===== config.mk =====
export PLATFORM = sky130hd
export DESIGN_NAME = pc_unit
export DESIGN_NICKNAME = d
export VERILOG_FILES = /design/src/rtl/pc_unit_pkg.sv /design/src/rtl/pc_unit_redirect_buf.sv /design/src/rtl/pc_unit.sv
export SDC_FILE = /design/constraint.sdc
export NUM_CORES = 1
export LEC_CHECK = 0
export BUFFER_PORTS_ARGS = -buffer_cell sky130_fd_sc_hd__buf_4
export CORE_ASPECT_RATIO = 1.5
export CORE_MARGIN = 1.5
export CORE_UTILIZATION = 32
export CTS_BUF_LIST = sky130_fd_sc_hd__clkbuf_4 sky130_fd_sc_hd__clkbuf_8
export CTS_CLUSTER_DIAMETER = 40
export DETAILED_ROUTE_END_ITERATION = 8
export PLACE_DENSITY = 0.65
export SETUP_SLACK_MARGIN = 0.15
export SYNTH_ARGS = -nofsm -noshare
export SYNTH_HDL_FRONTEND = slang
export SYNTH_SLANG_ARGS = --single-unit
export TNS_END_PERCENT = 10

===== constraint.sdc =====
create_clock -name clk -period 2.5 [get_ports clk]
set_input_delay 0 -clock clk [delete_from_list [all_inputs] [get_ports clk]]
set_output_delay 0 -clock clk [all_outputs]
set_load 0.02 [all_outputs]

===== src/rtl/pc_unit_pkg.sv =====
// Shared fetch-stage definitions: control encodings, default reset vector
// and the PC sequencer state type.
package pc_unit_pkg;

  localparam logic CHIP_ENABLE  = 1'b1;
  localparam logic CHIP_DISABLE = 1'b0;
  localparam logic FLUSH        = 1'b1;
  localparam logic STOP         = 1'b1;
  localparam logic NO_STOP      = 1'b0;
  localparam logic DO_BRANCH    = 1'b1;

  localparam logic [31:0] DEFAULT_RESET_VECTOR = 32'h0000_3000;

  // state | meaning
  // OFF   | fetch disabled (ce=0), pc parked on the reset vector
  // RUN   | fetching, no redirect waiting
  // PEND  | fetching but stalled with a captured branch target waiting
  typedef enum logic [1:0] {
    ST_OFF  = 2'd0,
    ST_RUN  = 2'd1,
    ST_PEND = 2'd2
  } pc_state_e;

endpackage


===== src/rtl/pc_unit_redirect_buf.sv =====
// One-entry pending-redirect buffer: holds a branch target captured while
// fetch is stalled until the sequencer consumes or discards it.
import pc_unit_pkg::*;

module pc_redirect_buf #(
  parameter int unsigned ADDR_W = 32
) (
  input  logic              clk,
  input  logic              rst,
  input  logic              capture,
  input  logic              clear,
  input  logic [ADDR_W-1:0] addr_in,
  output logic              valid,
  output logic [ADDR_W-1:0] addr
);

  // Clear wins over capture so a flush in the same cycle leaves nothing behind.
  always_ff @(posedge clk) begin
    if (rst) begin
      valid <= 1'b0;
      addr  <= '0;
    end else if (clear) begin
      valid <= 1'b0;
      addr  <= '0;
    end else if (capture) begin
      valid <= 1'b1;
      addr  <= addr_in;
    end
  end

endmodule


===== src/rtl/pc_unit.sv =====
// Fetch-stage PC sequencer: produces the instruction fetch address and chip
// enable, with flush/branch redirects and a one-entry buffer for branches
// that arrive while fetch is stalled.
import pc_unit_pkg::*;

module pc_unit #(
  parameter int unsigned ADDR_W       = 32,
  parameter logic [31:0] RESET_VECTOR = DEFAULT_RESET_VECTOR,
  parameter int unsigned INST_BYTES   = 4,
  parameter int unsigned STALL_W      = 6
) (
  input  logic               clk,
  input  logic               rst,
  input  logic [STALL_W-1:0] stall,
  input  logic               flush,
  input  logic [ADDR_W-1:0]  new_pc,
  input  logic               branch_flag_i,
  input  logic [ADDR_W-1:0]  branch_addr_i,
  output logic [ADDR_W-1:0]  pc,
  output logic               ce,
  output logic               redirect_pending_o,
  output logic               pc_misalign_o
);

  localparam logic [ADDR_W-1:0] RV   = ADDR_W'(RESET_VECTOR);
  localparam logic [ADDR_W-1:0] STEP = ADDR_W'(INST_BYTES);

  pc_state_e         state, state_next;
  logic [ADDR_W-1:0] pc_next;
  logic              buf_capture, buf_clear;
  logic              pend_valid;
  logic [ADDR_W-1:0] pend_addr;
  logic              stall_unused;

  // Only the fetch-stage bit of the stall vector matters here.
  assign stall_unused = ^stall[STALL_W-1:0];

  pc_redirect_buf #(.ADDR_W(ADDR_W)) u_buf (
    .clk     (clk),
    .rst     (rst),
    .capture (buf_capture),
    .clear   (buf_clear),
    .addr_in (branch_addr_i),
    .valid   (pend_valid),
    .addr    (pend_addr)
  );

  // State, pc and chip-enable registers.
  always_ff @(posedge clk) begin
    if (rst) begin
      state <= ST_OFF;
      pc    <= RV;
      ce    <= CHIP_DISABLE;
    end else begin
      state <= state_next;
      pc    <= pc_next;
      ce    <= (state_next == ST_OFF) ? CHIP_DISABLE : CHIP_ENABLE;
    end
  end

  // Next-state and next-pc selection in redirect priority order.
  always_comb begin
    state_next  = state;
    pc_next     = pc;
    buf_capture = 1'b0;
    buf_clear   = 1'b0;
    case (state)
      ST_OFF: begin
        state_next = ST_RUN;
        pc_next    = RV;
        buf_clear  = 1'b1;
      end
      ST_RUN, ST_PEND: begin
        if (flush == FLUSH) begin
          pc_next    = new_pc;
          buf_clear  = 1'b1;
          state_next = ST_RUN;
        end else if (stall[0] == STOP) begin
          // Only the first target captured during a stall is kept.
          if (branch_flag_i == DO_BRANCH && state == ST_RUN) begin
            buf_capture = 1'b1;
            state_next  = ST_PEND;
          end
        end else if (branch_flag_i == DO_BRANCH) begin
          // A fresh decode request supersedes a stale pending one.
          pc_next    = branch_addr_i;
          buf_clear  = 1'b1;
          state_next = ST_RUN;
        end else if (state == ST_PEND) begin
          pc_next    = pend_addr;
          buf_clear  = 1'b1;
          state_next = ST_RUN;
        end else begin
          pc_next = pc + STEP;
        end
      end
      default: begin
        state_next = ST_OFF;
        pc_next    = RV;
        buf_clear  = 1'b1;
      end
    endcase
  end

  assign redirect_pending_o = pend_valid;

  // Misalignment is flagged from the low address bits; byte-granular fetch never misaligns.
  generate
    if (INST_BYTES <= 1) begin : g_no_align
      assign pc_misalign_o = 1'b0;
    end else begin : g_align
      localparam logic [ADDR_W-1:0] MASK = ADDR_W'(INST_BYTES - 1);
      assign pc_misalign_o = |(pc & MASK);
    end
  endgenerate

endmodule


==> results of run 1 <==
-- where the power goes --
part / internal, mW / switching (mW) / leakage, nW
logic: 0.250 / 0.247 / 1.54
clock network: 0.475 / 0.420 / 0.104
registers: 1.11 / 0.0372 / 0.551
-- worst max-delay path: cells and delay by family (launching register included) --
family / cells / cell delay, ps
AO/OA/AOI/OAI: 3 / 440
adder cells (fa/ha/maj): 1 / 460
buffers and inverters: 2 / 430
flip-flops: 1 / 360
multiplexers: 1 / 90
AND/OR/NAND/NOR: 1 / 260
-- Yosys cell counts, drive strengths merged (5+ instances only) --
| library cell | n |
|---|---|
| a22oi | 5 |
| buf | 11 |
| nand3b | 5 |
| a21oi | 67 |
| o21ai | 39 |
| mux2i | 6 |
| a221oi | 10 |
| dfxtp | 68 |
| clkbuf | 30 |
| o22ai | 10 |
| xor2 | 13 |
| nand2 | 113 |
| a211oi | 9 |
| inv | 7 |
| nor3 | 20 |
| xnor2 | 8 |
| nor2 | 19 |
| ha | 7 |
| nand4 | 10 |
| and3 | 7 |
| nor2b | 18 |
| nor4 | 7 |
| nand3 | 15 |
-- layout by cell type, fill, tap and decap left out, types with 14 or more instances in the layout --
master and n:
buf_4 124, dlygate4sd3_1 59, nand2_1 113, dfxtp_1 68
nor2_1 19, nor3_1 19, nand3_1 14, nor2b_1 18
o21ai_0 39, a21oi_1 67
-- sequential cells by signal (all words and copies together) (netlist names) --
register / cells
ce: 1
pc: 32
state: 2
u_buf.addr: 32
u_buf.valid: 1
-- cell type report --
| cell class | instances | area [um2] | share of cell area, % |
|---|---|---|---|
| clock buffer | 15 | 188 | 3.25 |
| clock inverter | 1 | 5.00 | 0.0866 |
| inverter | 9 | 33.8 | 0.584 |
| multi-input combinational | 432 | 2480 | 42.8 |
| sequential | 68 | 1360 | 23.5 |
| tap | 156 | 195 | 3.38 |
| timing repair buffer | 183 | 1520 | 26.3 |
-- how the worst min path moves through the flow --
stage / endpoint / slack, ps / depth (start not counted)
after floorplan: ce / 70 / 1
after global placement: pc[13] / 210 / 2
after detailed placement: pc[13] / 210 / 2
after CTS: pc[17] / 3 / 5
after global routing: pc[14] / 20 / 3
final: pc[17] / 30 / 5
-- kinds of logic (layout without fill, tap and decap cells) --
kind of cell,after synthesis,count (layout),share of synthesized area (%)
AND/OR/NAND/NOR,231,231,27.6
buffers and inverters,51,208,5.49
multiplexers,8,8,2.04
flip-flops,68,68,33.6
adder cells (fa/ha/maj),7,7,2.16
AO/OA/AOI/OAI,165,165,24.6
XOR/XNOR,21,21,4.53
-- repair_timing --
action                                 CTS  global route
hold buffers                            59             0
buffers inserted                         0             0
gates resized for setup                  0             0
endpoints found under the hold margin   63             0
-- routing by layer --
| layer | wire length (um) | share of wire, % | vias to the layer above |
|---|---|---|---|
| met5 | 0 | 0 | - |
| met4 | 572 | 4.1 | 0 |
| met3 | 677 | 4.9 | 40 |
| met2 | 7050 | 51 | 183 |
| met1 | 5610 | 40 | 2150 |
| li1 | - | - | 2270 |
==> metrics.md, run 1 <==
| Metric | Value |
|---|---|
| Num CTS Buffers | `9` |
| Setup crit start kind | `flip-flop` |
| Setup crit start | `state[0]` |
| Peak supply drop | `222 uV` |
| Post-route ant nets | `0` |
| Most Crowded Layer GR | `met2` |
| Mapped Avg Cell Area | `7.36 um2` |
| HP Class | `input pin to flip-flop` |
| Final setup fails | `0` |
| Rel. slew slack | `67.5%` |
| Total gr overflow | `0` |
| Vias in the first global route | `4432` |
| CTS tree | `built` |
| DIE WIDTH | `94.9 um` |
| GP Congestion | `0.859` |
| Fin cells | `864` |
| Share of cells above drive strength 1 | `21.6%` |
| CTS sink count | `68` |
| Seq/Total Area, Yosys | `33.6%` |
| Total of max-cap violations | `0` |
| Port bufs | `103` |
| WL per Instance | `16.1 um` |
| Router iterations before antenna repair | `5` |
| Clock Pin Slew Worst Setup and Hold Paths | `70 ps` |
| Setup crit end | `pc[18]` |
| CP Cell Sequence | `inv_1 > ha_1 > buf_4 > nor2b_1 > a22oi_1 > o21ai_0 > mux2i_1 > o22ai_1` |
| Final Cell Area | `0.00578 mm2` |
| CP max-delay cell | `ha_1` |
| Placed cells | `789` |
| Nets@finish | `784` |
| Slew @ Worst Pin | `484 ps` |
| Hold Vio Cnt, Final | `0` |
| Vias | `4643` |
| Fill cells | `1211` |
| CP Capture Type | `flip-flop` |
| Fmax | `471 MHz` |
| Largest stage delay, worst path | `460 ps` |
| Worst EP arrival | `2400 ps` |
| DRC errors left | `0` |
| Synth-to-layout area growth | `42.5%` |
| Rows | `50` |
| Met3 GRT Util | `2.05%` |
| WHS | `25.1 ps` |
| Status | `finished, final reports clean` |
| WL final | `13.9 mm` |
| Async S/R FF share, synth | `0%` |
| Synth top area share | `33.6%` |
| Clock tree buffer depth | `2` |
| RSZ-0062 raised after global routing | `no` |
| Mapped Cells | `551` |
| Vias/cell | `5.37` |
| Reg2reg setup slack | `380 ps` |
| Synth Flop Type | `dfxtp_1` |
| Final Cycle Share | `84.9%` |
| Met1 usage | `24.0%` |
| Place WS | `418 ps` |
| Starting density of the core | `32.6%` |
| Util after Layout | `46.4%` |
| Final Skew | `5.66 ps` |
| HP Start | `new_pc[17]` |
| Pwr Total | `2.54 mW` |
| Setup tns final | `0 ps` |
| Maximum number of pins on one net before global-route repair | `40` |
| Syn Nets | `632` |
| Reg-to-reg critical path startpoint | `state[0]` |
| Critical Path RT | `2780 ps` |
| All-Layer GR Usage | `21.1%` |
| Post-synthesis cell type count | `59` |
| P_leak | `2.19 nW` |
| R2R Path End | `pc[18]` |
| Seq cells post-synth | `68` |
| CP Max Fanout | `14` |
| Final Critical Period | `2120 ps` |
| Die H | `141 um` |
| Clock latency on the worst-skew pair | `350 ps` |
| EDFF count, synth | `0` |
| I/O pin cnt | `109` |
| Ys Warns | `0` |
| Final Slew Violations | `0` |
| First-pass GRT wire length | `21.9 mm` |
| Placed Area | `0.00500 mm2` |
| Initial antenna violation count | `0` |
| Largest cells by area after synthesis | `dfxtp_1 34%, nand2_1 10%, a21oi_1 8.3%` |
| Mapped cell area | `0.00406 mm2` |
| Met2 usage | `37.1%` |
| Die Area | `0.0134 mm2` |
| H-tree depth | `3` |
| Yosys top cell by area | `dfxtp_1` |
| PnR worst setup slack | `378 ps` |
| Core Area | `0.0124 mm2` |
| N_diodes | `0` |
| DRC marker count from the first detailed-route iteration | `291` |
| Pwr per Cell Area | `439 mW/mm2` |
| CTS root buf | `clkbuf_8` |
| Post-DP HPWL | `9.93 mm` |
| Crit Path Category | `flip-flop to flip-flop` |
| Worst-case reg-to-reg path depth | `8` |
No activity file was read; power rests on OpenSTA's default activity.
==> inputs of run 2 (changes only) <==
--- a/config.mk
+++ b/config.mk
@@ -12,7 +12,7 @@
 export CTS_BUF_LIST = sky130_fd_sc_hd__clkbuf_4 sky130_fd_sc_hd__clkbuf_8
 export CTS_CLUSTER_DIAMETER = 40
 export DETAILED_ROUTE_END_ITERATION = 8
-export PLACE_DENSITY = 0.65
+export PLACE_DENSITY = 0.67
 export SETUP_SLACK_MARGIN = 0.15
 export SYNTH_ARGS = -nofsm -noshare
 export SYNTH_HDL_FRONTEND = slang
==> constraint.sdc (replaced) <==
create_clock -name clk -period 1.7 [get_ports clk]
set_input_delay 0 -clock clk [delete_from_list [all_inputs] [get_ports clk]]
set_output_delay 0 -clock clk [all_outputs]
set_load 0.02 [all_outputs]
==> run 2 against run 1 <==
The flow now finishes with violations (negative setup slack). Via count grew 8.1%. Register-to-register slack lost 400 ps. Largest cell class unchanged. Routed wire length grew 12%. Sequential cell count is the same. Clock skew grew 4.7 ps. Global-route usage grew 1.4 points. Sequential power grew 43%. Combinational power grew 80%. Critical path depth shrank 1. Die area is the same. Critical endpoint is now pc[10]. Hold slack lost 13 ps.
==> metrics.md, run 2 (synthesis results as in run 1) <==
| Metric | Value |
|---|---|
| Final Critical Period | `1720 ps` |
| Router iterations before antenna repair | `5` |
| Critical Path RT | `1990 ps` |
| Vias | `5018` |
| Total gr overflow | `0` |
| Nets@finish | `843` |
| RSZ-0062 raised after global routing | `yes` |
| Peak supply drop | `392 uV` |
| I/O pin cnt | `109` |
| P_leak | `2.65 nW` |
| Rel. slew slack | `69.5%` |
| Final Cycle Share | `101%` |
| Maximum number of pins on one net before global-route repair | `38` |
| Vias/cell | `5.44` |
| DRC errors left | `0` |
| CP Max Fanout | `3` |
| Vias in the first global route | `4719` |
| Die Area | `0.0134 mm2` |
| Commonest cells after routing, fill and taps aside | `164 x buf_4, 110 x nand2_1, 63 x a21oi_1, 59 x dlygate4sd3_1, 47 x dfxtp_1` |
| Pwr per Cell Area | `651 mW/mm2` |
| N_diodes | `0` |
| Post-route ant nets | `0` |
| Starting density of the core | `32.6%` |
| All-Layer GR Usage | `22.5%` |
| Rows | `50` |
| Fill cells | `1134` |
| Commonest non-fill, non-tap cell in the layout | `buf_4` |
| Share of cells above drive strength 1 | `35.6%` |
| Status | `complete, but fails checks` |
| CTS tree | `built` |
| H-tree depth | `3` |
| Port bufs | `103` |
| CTS root buf | `clkbuf_8` |
| Clock Pin Slew Worst Setup and Hold Paths | `80 ps` |
| CP Capture Type | `flip-flop` |
| First-pass GRT wire length | `23.3 mm` |
| Reg2reg setup slack | `-20 ps` |
| Core Area | `0.0124 mm2` |
| Util after Layout | `54.1%` |
| HP Class | `input pin to flip-flop` |
| Slew @ Worst Pin | `454 ps` |
| GP Congestion | `0.956` |
| CTS sink count | `68` |
| Crit Path Category | `flip-flop to flip-flop` |
| Worst EP arrival | `2010 ps` |
| Final Skew | `10.3 ps` |
| Synth-to-layout area growth | `66.2%` |
| Final Slew Violations | `0` |
| Total of max-cap violations | `0` |
| Num CTS Buffers | `9` |
| Final setup fails | `2` |
| DIE WIDTH | `94.9 um` |
| WL per Instance | `16.9 um` |
| Die H | `141 um` |
| Hold Vio Cnt, Final | `0` |
| Failing checks | `negative setup slack` |
| Placed cells | `834` |
| Clock latency on the worst-skew pair | `360 ps` |
| WL final | `15.6 mm` |
| PnR worst setup slack | `-24.5 ps` |
| Post-DP HPWL | `10.8 mm` |
| DRC marker count from the first detailed-route iteration | `252` |
| Setup tns final | `-41.9 ps` |
| Top Registers | `pc (32), u_buf.addr (32), state (2)` |
| Setup crit start kind | `flip-flop` |
| Initial antenna violation count | `0` |
| Fmax | `580 MHz` |
| Fin cells | `923` |
| Clock tree buffer depth | `2` |
-- run 2: changes by cell type in the layout (fill, tap and decap cells not counted), sizes merged --
cell	previous run	this run
and3	7	8
bufinv	0	4
inv	7	9
buf	124	182
clkbuf	15	9
-- run 2: worst paths after layout --
kind | startpoint | to | depth (start not counted)
worst max-delay path | pc[3] | pc[10] | 7
worst min-delay path | new_pc[6] | pc[6] | 4
worst min register to register | u_buf.addr[20] | u_buf.addr[20] | 2
worst max register to register | pc[3] | pc[10] | 7
-- run 2: critical path, cell delays in order (launching register included) --
cell and delay, ps:
dfxtp_4 370, ha_4 130, and4_4 240, buf_6 110
nand4_1 100, o311a_1 370, o211a_1 230, a21oi_2 110
-- run 2: power breakdown --
group          switching, mW  internal [mW]  leakage [nW]
Sequential            0.0322           1.62         0.562
Clock                  0.704           1.14         0.134
Combinational          0.443          0.452          1.96
-- run 2: final cells by class --
type,count,area (um2),share of cell area [%]
clock inverters,7,146,2.17
repair buffers,241,2040,30.3
well taps,156,195,2.90
multi-input cells,433,2770,41.2
clock buffers,9,124,1.84
flip-flops and latches,68,1420,21.0
inverters,9,41.3,0.613
-- run 2: metrics by stage --
step / total power, mW / hold WS (ps) / instance area, um2 / setup slack [ps]
2_1_floorplan: 2.04 / 66.7 / 4150 / -86.1
3_3_place_gp: 2.39 / 207 / 5410 / -103
3_5_place_dp: 2.40 / 213 / 5410 / -139
4_1_cts: 4.35 / 8.07 / 6410 / -28.1
5_1_grt: 4.54 / 9.57 / 6740 / -97.7
6_report: 4.39 / 11.8 / 6740 / -24.5
-- run 2: what timing repair did --
action	in CTS	in global routing
hold buffers	59	0
gates resized for setup	30	63
pin swaps	13	43
setup buffers	2	10
hold endpoints to repair	62	0
setup endpoints to repair	64	67
cloned	1	1
-- run 2: per-layer routing --
metal  GRT usage [%]  part of all wire, %  up-vias
met2            38.5                   51      199
met4            12.0                  5.2        0
met5               0                    0        -
li1                -                    -     2398
met3            3.56                  5.2       54
met1            26.4                   39     2367
==> inputs of run 3 (changes only) <==
--- a/config.mk
+++ b/config.mk
@@ -16,5 +16,6 @@
 export SETUP_SLACK_MARGIN = 0.15
 export SYNTH_ARGS = -nofsm -noshare
 export SYNTH_HDL_FRONTEND = slang
+export SYNTH_HIERARCHICAL = 1
 export SYNTH_SLANG_ARGS = --single-unit
 export TNS_END_PERCENT = 10
==> run 3 against run 2 <==
The flow still finishes with violations (negative setup slack). Final cell count is 5.3% lower. Via count fell by 6.8%. Global-route usage grew 0.26 points. First-iteration DRC count decreased by 9.5%. Total power shrank 12%. Clock skew increased by 5.3 ps. Critical endpoint is now pc[17]. Highest routed layer unchanged. Combinational power grew 2.8%. Area after synthesis unchanged. Cell area fell by 1.9%. Sequential power about the same. Sequential cell count unchanged.
==> metrics.md, run 3 <==
| Metric | Value |
|---|---|
| Status | `complete, but fails checks` |
| Failing checks | `negative setup slack` |
| Reg-to-reg critical path startpoint | `pc[11]` |
| Seq cells post-synth | `68` |
| CP Capture Type | `flip-flop` |
| Vias | `4679` |
| Peak supply drop | `326 uV` |
| Area of the multi-input gates | `0.00262 mm2` |
| Hold Vio Cnt, Final | `0` |
| Nets@finish | `794` |
| RSZ-0062 raised after global routing | `yes` |
| HP Start | `new_pc[31]` |
| Combinational share of power | `23.8%` |
| Clock Pin Slew Worst Setup and Hold Paths | `70 ps` |
| WL per Instance | `17.4 um` |
| Commonest non-fill, non-tap cell in the layout | `buf_4` |
| Mapped Cells | `497` |
| Slew @ Worst Pin | `655 ps` |
| Initial antenna violation count | `0` |
| First-pass GRT wire length | `23.4 mm` |
| Total of max-cap violations | `0` |
| Setup crit start | `pc[11]` |
| Top Registers | `pc (32), u_buf/addr (32), state (2)` |
| I/O pin cnt | `109` |
| Final Slew Violations | `0` |
| CP Max Fanout | `4` |
| Largest cells by area after synthesis | `dfxtp_1 34%, mux2i_1 9.4%, nor2_1 5.9%` |
| Synth top area share | `33.6%` |
| P_leak | `2.61 nW` |
| Share of cells above drive strength 1 | `36.1%` |
| Vias in the first global route | `4715` |
| Die Area | `0.0134 mm2` |
| Synth Flop Type | `dfxtp_1` |
| Most common cell in the synthesized netlist | `dfxtp_1` |
| HP Class | `input pin to flip-flop` |
| DRC errors left | `0` |
| Fill cells | `1115` |
| Switching part of the total | `28.7%` |
| Maximum number of pins on one net before global-route repair | `25` |
| Net switching power | `1.11 mW` |
| Post-synthesis cell type count | `59` |
| Rel. slew slack | `56.2%` |
| Post-DP HPWL | `10.6 mm` |
| WHS | `54.6 ps` |
| Core Area | `0.0124 mm2` |
| Pwr Total | `3.86 mW` |
| Starting density of the core | `32.6%` |
| Synth-to-layout area growth | `62.9%` |
| Crit Path Category | `flip-flop to flip-flop` |
| CTS root buf | `clkbuf_8` |
| Async S/R FF share, synth | `0%` |
| Vias/cell | `5.35` |
| CTS sink count | `68` |
| Syn Nets | `578` |
| Post-route ant nets | `0` |
| Fmax | `553 MHz` |
| CTS tree | `built` |
| Final Skew | `15.6 ps` |
| Seq/Total Area, Yosys | `33.6%` |
| Mapped cell area | `0.00406 mm2` |
| GP Congestion | `0.886` |
| Port bufs | `103` |
| Rows | `50` |
| Setup crit start kind | `flip-flop` |
| Synth top cells by count | `68 x dfxtp_1, 64 x nor2_1, 38 x mux2i_1, 32 x nand2_1, 29 x a21oi_1` |
| Total gr overflow | `0` |
| EDFF count, synth | `0` |
| Ys Warns | `6` |
| DRC marker count from the first detailed-route iteration | `228` |
| Clock network fraction of total power | `33.2%` |
| Final setup fails | `16` |
| DIE WIDTH | `94.9 um` |
| Commonest cells after routing, fill and taps aside | `162 x buf_4, 59 x dlygate4sd3_1, 58 x nor2_1, 52 x dfxtp_1, 36 x mux2i_1` |
| Final Critical Period | `1810 ps` |
| Final Cycle Share | `106%` |
| Sequential share of power | `43.0%` |
| Pwr per Cell Area | `585 mW/mm2` |
| PnR worst setup slack | `-108 ps` |
| Die H | `141 um` |
| Largest stage delay, worst path | `560 ps` |
| Yosys top cell by area | `dfxtp_1` |
| Clock tree buffer depth | `2` |
| Cell-internal power | `2.76 mW` |
| WL final | `15.2 mm` |
| Sequential Area | `0.00141 mm2` |
| Clock latency on the worst-skew pair | `360 ps` |
| N_diodes | `0` |
| Num CTS Buffers | `9` |
| Critical Path RT | `1950 ps` |
| All-Layer GR Usage | `22.8%` |
| H-tree depth | `3` |
| Worst EP arrival | `2060 ps` |
| CP Cell Sequence | `nand4_4 > or4_4 > o21a_1 > o311a_1 > o221a_1` |
| Mapped Avg Cell Area | `8.16 um2` |
| CP max-delay cell | `or4_4` |
| Router iterations before antenna repair | `6` |
==> run 3: area by class of cell <==
| class | count | share of cell area [%] |
|---|---|---|
| Tap cell | 156 | 2.95 |
| Clock inverter | 2 | 0.151 |
| Clock buffer | 14 | 2.63 |
| Multi-Input combinational cell | 374 | 39.7 |
| Sequential cell | 68 | 21.3 |
| Inverter | 18 | 1.06 |
| Timing Repair Buffer | 242 | 32.2 |
==> run 3: what timing repair did <==
| action | CTS | global route |
|---|---|---|
| hold buffers | 59 | 0 |
| cloned | 2 | 2 |
| hold endpoints to repair | 60 | 0 |
| gates resized for setup | 39 | 17 |
| buffers inserted | 9 | 3 |
| pin swaps | 35 | 26 |
| endpoints found under the setup margin | 62 | 65 |
==> run 3: worst paths after layout <==
| kind | endpoint | slack (ps) | cells after the start |
|---|---|---|---|
| max | pc[17] | -110 | 5 |
| min | pc[31] | 50 | 5 |
| max reg2reg | pc[17] | -110 | 5 |
| min reg2reg | u_buf/addr[13] | 500 | 2 |
==> run 3: through the flow <==
stage                     utilization [%]  instance area (um2)  setup slack (ps)  TNS, ps  std cells
after floorplan                         -                 4150              -147    -1120        497
after global placement               43.7                 5450             -61.5     -679        783
after detailed placement             43.7                 5450              -136    -3110        783
after CTS                            52.0                 6470              -109     -254        869
after global routing                 53.1                 6610              -136    -2520        874
final                                53.1                 6610              -108     -263        874
==> run 3: cell families (layout without fill, tap and decap cells) <==
group	after synthesis	count (layout)	share of synthesized area (%)
AOI/OAI and AO/OA	128	128	21.0
xor gates and xnor gates	21	21	4.53
adders and majority gates	7	7	2.16
buffers and inverters	55	276	6.75
DFF	68	68	33.6
muxes	39	39	9.65
and+or+nand+nor	179	179	22.3
==> run 3: metal layers <==
metal	wire [um]	vias to the layer above	share of wire [%]	global-route usage, %
met5	0	-	0	0
met4	727	0	4.8	12.3
met3	756	46	5.0	3.29
met2	7830	192	52	40.6
met1	5850	2201	39	25.4
li1	-	2240	-	-
==> run 3: worst max-delay path, delay by kind of cell, from the launching register on <==
kind / cells / cell delay [ps]
simple gates: 2 / 680
compound gates: 3 / 670
flops: 1 / 360
==> run 3: power groups by stage <==
stage	sequential [mW]	clock, mW	combinational [mW]
finish	1.66	1.28	0.920
global route	1.67	1.37	0.983
CTS	1.66	1.31	0.889
detailed placement	1.70	0	0.734
global placement	1.69	0	0.717
floorplan	1.75	0	0.303
